===== src/rtl/l1_cache_pkg.sv =====
// Shared types and derived-geometry helpers for the L1 write-back data cache.
package l1_cache_pkg;

  typedef enum logic [1:0] {IDLE, LOOKUP, WRITEBACK, REFILL} state_e;

  // Tags are stored zero-extended to a fixed width so the metadata struct stays parameter-free.
  localparam int unsigned TAG_MAX = 32;

  typedef struct packed {
    logic               valid;
    logic               dirty;
    logic [TAG_MAX-1:0] tag;
  } line_meta_t;

  function automatic int unsigned f_num_sets(input int unsigned cache_size, input int unsigned block_size,
                                             input int unsigned num_ways);
    return cache_size / (block_size * num_ways);
  endfunction

  function automatic int unsigned f_off(input int unsigned block_size);
    return $clog2(block_size);
  endfunction

  function automatic int unsigned f_idx(input int unsigned cache_size, input int unsigned block_size,
                                        input int unsigned num_ways);
    return $clog2(f_num_sets(cache_size, block_size, num_ways));
  endfunction

  function automatic int unsigned f_tag(input int unsigned addr_width, input int unsigned cache_size,
                                        input int unsigned block_size, input int unsigned num_ways);
    return addr_width - f_idx(cache_size, block_size, num_ways) - f_off(block_size);
  endfunction

  function automatic int unsigned f_safe(input int unsigned w);
    return (w == 0) ? 1 : w;
  endfunction

  function automatic logic [15:0] f_sat_inc(input logic [15:0] v, input logic inc);
    return (inc && v != 16'hFFFF) ? v + 16'd1 : v;
  endfunction

endpackage


===== src/rtl/l1_lru_ages.sv =====
// Per-set true-LRU age table: age 0 is most recent, age NUM_WAYS-1 is the replacement candidate.
module l1_lru_ages
  import l1_cache_pkg::*;
#(
  parameter int unsigned NUM_WAYS = 4,
  parameter int unsigned NUM_SETS = 4
) (
  input  logic                                    clk,
  input  logic                                    rst_n,
  input  logic [f_safe($clog2(NUM_SETS))-1:0]     i_set,
  input  logic                                    i_touch,
  input  logic [f_safe($clog2(NUM_WAYS))-1:0]     i_way,
  output logic [f_safe($clog2(NUM_WAYS))-1:0]     o_victim
);

  localparam int unsigned WAY_W = f_safe($clog2(NUM_WAYS));

  logic [WAY_W-1:0] r_age [NUM_SETS][NUM_WAYS];

  always_ff @(posedge clk or negedge rst_n) begin
    if (!rst_n) begin
      for (int s = 0; s < NUM_SETS; s++)
        for (int w = 0; w < NUM_WAYS; w++)
          r_age[s][w] <= WAY_W'(w);
    end else if (i_touch) begin
      // Only ways younger than the touched one shift, so ages remain a permutation.
      for (int w = 0; w < NUM_WAYS; w++) begin
        if (WAY_W'(w) == i_way)
          r_age[i_set][w] <= '0;
        else if (r_age[i_set][w] < r_age[i_set][i_way])
          r_age[i_set][w] <= r_age[i_set][w] + 1'b1;
      end
    end
  end

  always_comb begin
    o_victim = '0;
    for (int w = 0; w < NUM_WAYS; w++)
      if (r_age[i_set][w] == WAY_W'(NUM_WAYS - 1))
        o_victim = WAY_W'(w);
  end

endmodule


===== src/rtl/l1_wb_cache.sv =====
// N-way set-associative write-back / write-allocate L1 data cache with true-LRU replacement.
// Optional event counters are built when L1_STATS_EN is defined.
//
//   state     | meaning
//   IDLE      | ready for a CPU request
//   LOOKUP    | tag compare in the indexed set, hit completes here
//   WRITEBACK | dirty victim block being written to L2
//   REFILL    | requested block being fetched from L2
module l1_wb_cache
  import l1_cache_pkg::*;
#(
  parameter int unsigned ADDR_WIDTH = 11,
  parameter int unsigned DATA_WIDTH = 8,
  parameter int unsigned CACHE_SIZE = 256,
  parameter int unsigned BLOCK_SIZE = 16,
  parameter int unsigned NUM_WAYS   = 4
) (
  input  logic                                  clk,
  input  logic                                  rst_n,
  input  logic [ADDR_WIDTH-1:0]                 cpu_addr,
  input  logic [DATA_WIDTH-1:0]                 cpu_data_in,
  input  logic                                  cpu_read,
  input  logic                                  cpu_write,
  output logic [DATA_WIDTH-1:0]                 cpu_data_out,
  output logic                                  cpu_ready,
  output logic                                  l1_hit,
  output logic [ADDR_WIDTH-1:0]                 l2_cache_addr,
  output logic [BLOCK_SIZE-1:0][DATA_WIDTH-1:0] l2_cache_data_out,
  input  logic [BLOCK_SIZE-1:0][DATA_WIDTH-1:0] l2_cache_data_in,
  output logic                                  l2_cache_read,
  output logic                                  l2_cache_write,
  input  logic                                  l2_cache_ready,
  input  logic                                  l2_cache_hit
`ifdef L1_STATS_EN
  ,
  output logic [15:0]                           stat_hits,
  output logic [15:0]                           stat_misses,
  output logic [15:0]                           stat_writebacks,
  output logic [15:0]                           stat_l2_hits
`endif
);

  localparam int unsigned NUM_SETS = f_num_sets(CACHE_SIZE, BLOCK_SIZE, NUM_WAYS);
  localparam int unsigned OFF      = f_off(BLOCK_SIZE);
  localparam int unsigned IDX      = f_idx(CACHE_SIZE, BLOCK_SIZE, NUM_WAYS);
  localparam int unsigned TAG      = f_tag(ADDR_WIDTH, CACHE_SIZE, BLOCK_SIZE, NUM_WAYS);
  localparam int unsigned SET_W    = f_safe(IDX);
  localparam int unsigned OFF_W    = f_safe(OFF);
  localparam int unsigned WAY_W    = f_safe($clog2(NUM_WAYS));

  state_e                                r_state, w_next;
  logic [ADDR_WIDTH-1:0]                 r_addr;
  logic [DATA_WIDTH-1:0]                 r_wdata;
  logic                                  r_is_write;
  logic [WAY_W-1:0]                      r_victim;
  logic                                  r_ready;
  logic                                  r_hit;
  logic [DATA_WIDTH-1:0]                 r_data_out;
  line_meta_t                            r_meta [NUM_WAYS][NUM_SETS];
  logic [BLOCK_SIZE-1:0][DATA_WIDTH-1:0] r_data [NUM_WAYS][NUM_SETS];

  logic [SET_W-1:0]                      w_idx;
  logic [OFF_W-1:0]                      w_off;
  logic [TAG_MAX-1:0]                    w_tag;
  logic                                  w_hit, w_free;
  logic [WAY_W-1:0]                      w_hit_way, w_free_way, w_lru_victim;
  logic                                  w_touch;
  logic [WAY_W-1:0]                      w_touch_way;
  logic                                  w_fill_done;
  logic [BLOCK_SIZE-1:0][DATA_WIDTH-1:0] w_fill;

  assign w_idx       = (IDX == 0) ? '0 : SET_W'(r_addr >> OFF);
  assign w_off       = (OFF == 0) ? '0 : OFF_W'(r_addr);
  assign w_tag       = TAG_MAX'(r_addr >> (ADDR_WIDTH - TAG));
  assign w_fill_done = (r_state == REFILL) && l2_cache_ready;

  assign cpu_ready    = r_ready;
  assign l1_hit       = r_hit;
  assign cpu_data_out = r_data_out;

  // Descending scan so the lowest-numbered invalid way wins.
  always_comb begin
    w_hit      = 1'b0;
    w_hit_way  = '0;
    w_free     = 1'b0;
    w_free_way = '0;
    for (int w = NUM_WAYS - 1; w >= 0; w--) begin
      if (r_meta[w][w_idx].valid && r_meta[w][w_idx].tag == w_tag) begin
        w_hit     = 1'b1;
        w_hit_way = WAY_W'(w);
      end
      if (!r_meta[w][w_idx].valid) begin
        w_free     = 1'b1;
        w_free_way = WAY_W'(w);
      end
    end
  end

  assign w_touch     = ((r_state == LOOKUP) && w_hit) || w_fill_done;
  assign w_touch_way = (r_state == LOOKUP) ? w_hit_way : r_victim;

  l1_lru_ages #(
    .NUM_WAYS (NUM_WAYS),
    .NUM_SETS (NUM_SETS)
  ) u_lru (
    .clk      (clk),
    .rst_n    (rst_n),
    .i_set    (w_idx),
    .i_touch  (w_touch),
    .i_way    (w_touch_way),
    .o_victim (w_lru_victim)
  );

  always_ff @(posedge clk or negedge rst_n) begin
    if (!rst_n) r_state <= IDLE;
    else        r_state <= w_next;
  end

  always_comb begin
    w_next = r_state;
    case (r_state)
      IDLE:      if (cpu_read || cpu_write) w_next = LOOKUP;
      LOOKUP: begin
        if (w_hit)
          w_next = IDLE;
        else if (!w_free && r_meta[w_lru_victim][w_idx].dirty)
          w_next = WRITEBACK;
        else
          w_next = REFILL;
      end
      WRITEBACK: if (l2_cache_ready) w_next = REFILL;
      REFILL:    if (l2_cache_ready) w_next = IDLE;
      default:   w_next = IDLE;
    endcase
  end

  always_comb begin
    l2_cache_write    = (r_state == WRITEBACK);
    l2_cache_read     = (r_state == REFILL);
    l2_cache_data_out = r_data[r_victim][w_idx];
    case (r_state)
      WRITEBACK: l2_cache_addr = ADDR_WIDTH'(r_meta[r_victim][w_idx].tag << (OFF + IDX))
                               | (ADDR_WIDTH'(w_idx) << OFF);
      REFILL:    l2_cache_addr = r_addr & ~ADDR_WIDTH'(BLOCK_SIZE - 1);
      default:   l2_cache_addr = '0;
    endcase
  end

  always_ff @(posedge clk or negedge rst_n) begin
    if (!rst_n) begin
      r_addr     <= '0;
      r_wdata    <= '0;
      r_is_write <= 1'b0;
      r_victim   <= '0;
      r_ready    <= 1'b1;
      r_hit      <= 1'b0;
      r_data_out <= '0;
      for (int w = 0; w < NUM_WAYS; w++)
        for (int s = 0; s < NUM_SETS; s++)
          r_meta[w][s] <= '0;
    end else begin
      r_hit <= 1'b0;
      case (r_state)
        IDLE: begin
          if (cpu_read || cpu_write) begin
            r_addr     <= cpu_addr;
            r_wdata    <= cpu_data_in;
            r_is_write <= cpu_write;
            r_ready    <= 1'b0;
          end
        end
        LOOKUP: begin
          if (w_hit) begin
            r_ready <= 1'b1;
            r_hit   <= 1'b1;
            if (r_is_write) r_meta[w_hit_way][w_idx].dirty <= 1'b1;
            else            r_data_out <= r_data[w_hit_way][w_idx][w_off];
          end else begin
            r_victim <= w_free ? w_free_way : w_lru_victim;
          end
        end
        REFILL: begin
          if (l2_cache_ready) begin
            r_meta[r_victim][w_idx] <= '{valid: 1'b1, dirty: r_is_write, tag: w_tag};
            r_ready <= 1'b1;
            if (!r_is_write) r_data_out <= l2_cache_data_in[w_off];
          end
        end
        default: ;
      endcase
    end
  end

  // A write miss merges its word into the incoming block before install.
  always_comb begin
    w_fill = l2_cache_data_in;
    if (r_is_write) w_fill[w_off] = r_wdata;
  end

  always_ff @(posedge clk) begin
    if ((r_state == LOOKUP) && w_hit && r_is_write)
      r_data[w_hit_way][w_idx][w_off] <= r_wdata;
    else if (w_fill_done)
      r_data[r_victim][w_idx] <= w_fill;
  end

`ifdef L1_STATS_EN
  logic [15:0] r_stat_hits, r_stat_misses, r_stat_wbs, r_stat_l2;

  always_ff @(posedge clk or negedge rst_n) begin
    if (!rst_n) begin
      r_stat_hits   <= '0;
      r_stat_misses <= '0;
      r_stat_wbs    <= '0;
      r_stat_l2     <= '0;
    end else begin
      r_stat_hits   <= f_sat_inc(r_stat_hits,   (r_state == LOOKUP) && w_hit);
      r_stat_misses <= f_sat_inc(r_stat_misses, (r_state == LOOKUP) && !w_hit);
      r_stat_wbs    <= f_sat_inc(r_stat_wbs,    (r_state == WRITEBACK) && l2_cache_ready);
      r_stat_l2     <= f_sat_inc(r_stat_l2,     w_fill_done && l2_cache_hit);
    end
  end

  assign stat_hits       = r_stat_hits;
  assign stat_misses     = r_stat_misses;
  assign stat_writebacks = r_stat_wbs;
  assign stat_l2_hits    = r_stat_l2;
`else
  logic w_unused;
  assign w_unused = l2_cache_hit;
`endif

endmodule


===== config.mk =====
export PLATFORM = sky130hd
export DESIGN_NAME = l1_wb_cache
export DESIGN_NICKNAME = d
export VERILOG_FILES = /design/src/rtl/l1_cache_pkg.sv /design/src/rtl/l1_lru_ages.sv /design/src/rtl/l1_wb_cache.sv
export SDC_FILE = /design/constraint.sdc
export NUM_CORES = 2
export LEC_CHECK = 0
export CELL_PAD_IN_SITES_DETAIL_PLACEMENT = 1
export CELL_PAD_IN_SITES_GLOBAL_PLACEMENT = 1
export CORE_ASPECT_RATIO = 0.7
export CORE_MARGIN = 1.5
export CORE_UTILIZATION = 51
export DETAILED_ROUTE_END_ITERATION = 16
export HOLD_SLACK_MARGIN = 0.1
export PLACE_DENSITY_LB_ADDON = 0.1
export SETUP_SLACK_MARGIN = 0.5
export SLEW_MARGIN = 20
export SYNTH_ARGS = -nofsm -noshare
export SYNTH_HDL_FRONTEND = slang
export SYNTH_SLANG_ARGS = --single-unit

===== constraint.sdc =====
create_clock -name clk -period 5.91 [get_ports clk]
set_input_delay 0.8865 -clock clk [delete_from_list [all_inputs] [get_ports clk]]
set_output_delay 0.8865 -clock clk [all_outputs]
set_load 0.1 [all_outputs]

==> reports/metrics.yaml <==
worst_setup_path:
  critPathLaunch: "r_addr[5]"
  critPathTopFamily: "compound AO/OA/AOI/OAI gates"
  path_class: "flip-flop to flip-flop"
  cpMostUsedCell: "a31oi_1"
  slowest_stage: "dfrtp_4"
  cp.arrival_ns: 6.19
  rr_startpoint: "r_addr[5]"
  worst_path_largest_cell_delay_ns: 0.79
  cp-end-kind: "flip-flop"
  path_max_fanout: 72
  path_buf_inv: 4
  cp.required_ns: 6.63
  crit_chain: "mux4_2 > xnor2_1 > and2_2 > buf_4 > a211oi_4 > buf_12 > buf_12 > a221o_1 > a221oi_1 > a211oi_1 > a31oi_1 > buf_4 > a31oi_1 > o31ai_4 > a31oi_1"
  critPathLaunchType: "flip-flop"
sta:
  fin_crit_sh: 0.926
  fmax_ghz: 0.183
  setup_viol: 0
  final.setup.tns_ns: 0
  slew_violations: 0
  hold_viol: 0
  tightestPinTransition_ns: 1.23
  relSlewSlack: 0.181
  rsz0062_at_grt: "yes"
  period_minus_slack_ns: 5.47
  fin_skew_ns: 0.0353
route:
  vias: 81800
  dr.pass1.iters: 8
  drt_iter0_markers: 14500
  viasPerCell: 7.81
  route.detailed.drc: 0
  ant_nets: 0
  routed_wl_um: 474000
  routedWlPerCell_um: 45.2
logic_synthesis:
  synth_area_leaders: "edfxtp_1 (57%), mux4_2 (15%), dfrtp_1 (3.8%)"
  synth_area_leader_cell: "edfxtp_1"
  synth-edff-count: 2048
  synthFlopType: "edfxtp_1"
  yosys.area.top_type_share: 0.575
  synth-async-reset-ratio: 0.0800
  synth_area_mm2: 0.107
  synthMostInstantiatedCell: "edfxtp_1"
  ys_seq_elements: 2226
  synth_warnings: 0
  synth_top_cells_by_count: "edfxtp_1 (2048), mux4_2 (720), o21ai_0 (530), nor2_1 (454), a221oi_1 (365)"
  synth.avg_cell_area_um2: 15.4
  seq_area_frac_synth: 0.617
  syn_inst: 6941
  ys_types: 102
min_path:
  hold_class: "flip-flop to flip-flop"
  worstHoldStart: "r_meta[237]"
clocking:
  cts_tree: "done"
  cts.path.max_buffers: 4
  clock-sinks: 2226
  cts_made_buffers: 222
  root_buffer: "clkbuf_16"
  clkLatencyLatePin_ns: 0.90
  cts.reportedPaths.clkPinSlew_ns: 0.06
  ctsHtreeMaxLevel: 4
global_routing:
  antenna_found_initial: 55
  grt_pass1_vias: 79700
  grt-ovfl-total: 0
  grt_max_degree: 101
  grt_first_pass_wirelength_um: 647000
  track_usage: 0.442
placed_design:
  place.gp.congestion: 0.986
  port_buffers: 298
  hpwl_um: 315000
power:
  power.static_leakage_nw: 39.7
  powerDensity_mw_per_mm2: 584
  peakVddDrop_mv: 0.672
  p_switching_mw: 33.9
  p_seq_frac: 0.298
  power.internal_mw: 38.5
  switching_share: 0.469
  clkPwrFrac: 0.196
  combPwrFrac: 0.506
cells_and_area:
  drive_gt1_frac: 0.280
  finish.utilization: 0.595
  nets: 7656
  area_growth_pct: 15.9
job:
  maxCapViolCount: 0
die:
  start_util: 0.514
  dieWidth_um: 550
  die_h_um: 386
  rows: 140
  core_mm2: 0.208
  ios: 304
  die_area_mm2: 0.213
run_status:
  status: "complete, no violations"
-- state kept, by name (all words and copies together) (netlist names) --
signal,count
r_data,2048
r_wdata,8
u_lru.r_age,32
r_is_write,1
r_meta,112
r_state,2
r_addr,11
l1_hit,1
cpu_ready,1
cpu_data_out,8
r_victim,2
-- through the flow --
| stage | area, um^2 | hold slack (ns) | cells | worst slack [ns] | power [mW] |
|---|---|---|---|---|---|
| finish | 124000 | 0.467 | 10500 | 0.437 | 72.4 |
| global route | 124000 | 0.487 | 10400 | 0.433 | 73.2 |
| CTS | 124000 | 0.469 | 10400 | 0.449 | 71.0 |
| detailed placement | 117000 | 0.453 | 10000 | 0.230 | 57.1 |
| global placement | 117000 | 0.445 | 10000 | 0.236 | 56.5 |
| floorplan | 107000 | 0.429 | 6944 | 1.61 | 42.5 |
-- area by class of cell --
cell class | instances | area [um^2]
fill | 18800 | 84300
antenna | 40 | 100
clock inverter | 121 | 1050
tap | 2769 | 3460
timing repair buffer | 975 | 8910
clock buffer | 274 | 5940
inverter | 20 | 85.1
multi-input combinational | 4050 | 38400
sequential | 2226 | 66000
-- power groups by stage --
stage               Combinational (mW)  Clock, mW  Sequential [mW]
global placement                  34.7          0             21.8
CTS                               35.3       14.2             21.5
detailed placement                35.2          0             21.9
global route                      36.9       14.7             21.6
finish                            36.6       14.2             21.6
floorplan                         21.1          0             21.4
-- kinds of logic (layout without fill, tap and decap cells) --
group | after synthesis | count (layout) | synth area share
DFF | 2226 | 2226 | 0.617
other | 1 | 44 | 0.0000351
muxes | 988 | 988 | 0.179
AOI/OAI and AO/OA | 1966 | 1966 | 0.128
buffers and inverters | 668 | 1390 | 0.0290
and+or+nand+nor | 1060 | 1060 | 0.0443
xor gates and xnor gates | 21 | 21 | 0.00179
adders and majority gates | 11 | 11 | 0.00124
-- worst paths after layout --
| check | to | slack, ns | cells after the start |
|---|---|---|---|
| max in group asynchronous | r_addr[0] | 4.14 | 3 |
| worst min register to register | r_meta[237] | 0.47 | 1 |
| worst max-delay path | cpu_data_out[5] | 0.44 | 15 |
| min in group asynchronous | r_wdata[0] | 0.51 | 2 |
| worst max register to register | cpu_data_out[5] | 0.44 | 15 |
| worst min-delay path | r_meta[237] | 0.47 | 1 |
-- layout by cell type, fill, tap and decap left out, types with 18 or more instances in the layout --
| cell | synthesis | final |
|---|---|---|
| mux2i_1 | 33 | 33 |
| nand3_1 | 102 | 101 |
| diode_2 | 0 | 40 |
| o22ai_1 | 83 | 81 |
| nor3_1 | 58 | 58 |
| o21ai_0 | 530 | 526 |
| nor2_1 | 454 | 429 |
| a22oi_1 | 117 | 117 |
| o21ai_1 | 22 | 21 |
| nand2_1 | 285 | 275 |
| a221oi_1 | 365 | 365 |
| buf_12 | 0 | 81 |
| a221o_1 | 71 | 71 |
| bufinv_16 | 0 | 19 |
| inv_1 | 20 | 18 |
| mux2_1 | 37 | 37 |
| o2111ai_1 | 25 | 25 |
| mux2_2 | 198 | 198 |
| o211ai_1 | 83 | 83 |
| dfrtp_1 | 161 | 153 |
| buf_4 | 35 | 680 |
| a21oi_1 | 270 | 264 |
| a22o_1 | 25 | 25 |
| o221ai_1 | 23 | 23 |
| edfxtp_1 | 2048 | 2048 |
| a2111oi_0 | 28 | 24 |
| o31ai_1 | 33 | 30 |
| clkdlybuf4s50_1 | 0 | 186 |
| mux4_2 | 720 | 720 |
| clkinv_1 | 0 | 51 |
| a211oi_1 | 56 | 55 |
| o21a_1 | 19 | 19 |
| a31oi_1 | 56 | 56 |
| clkbuf_16 | 0 | 229 |
| and3_1 | 34 | 34 |
| xnor2_1 | 19 | 19 |
| clkbuf_1 | 332 | 40 |
| clkinv_2 | 0 | 43 |
-- what timing repair did --
action	in CTS	in global routing
buffers inserted	1	6
setup endpoints to repair	84	71
hold endpoints to repair	41	0
hold buffers	1	0
resized for setup	22	19
pin swaps	0	3
-- routing by layer --
layer / vias up / wire length, um / GRT usage
met2: 7544 / 199000 / 0.621
met1: 42500 / 168000 / 0.590
met5: - / 323 / 0
met3: 1471 / 73800 / 0.164
li1: 30200 / - / -
met4: 48 / 32300 / 0.259
Note: power is estimated with default switching activity, not from simulation.
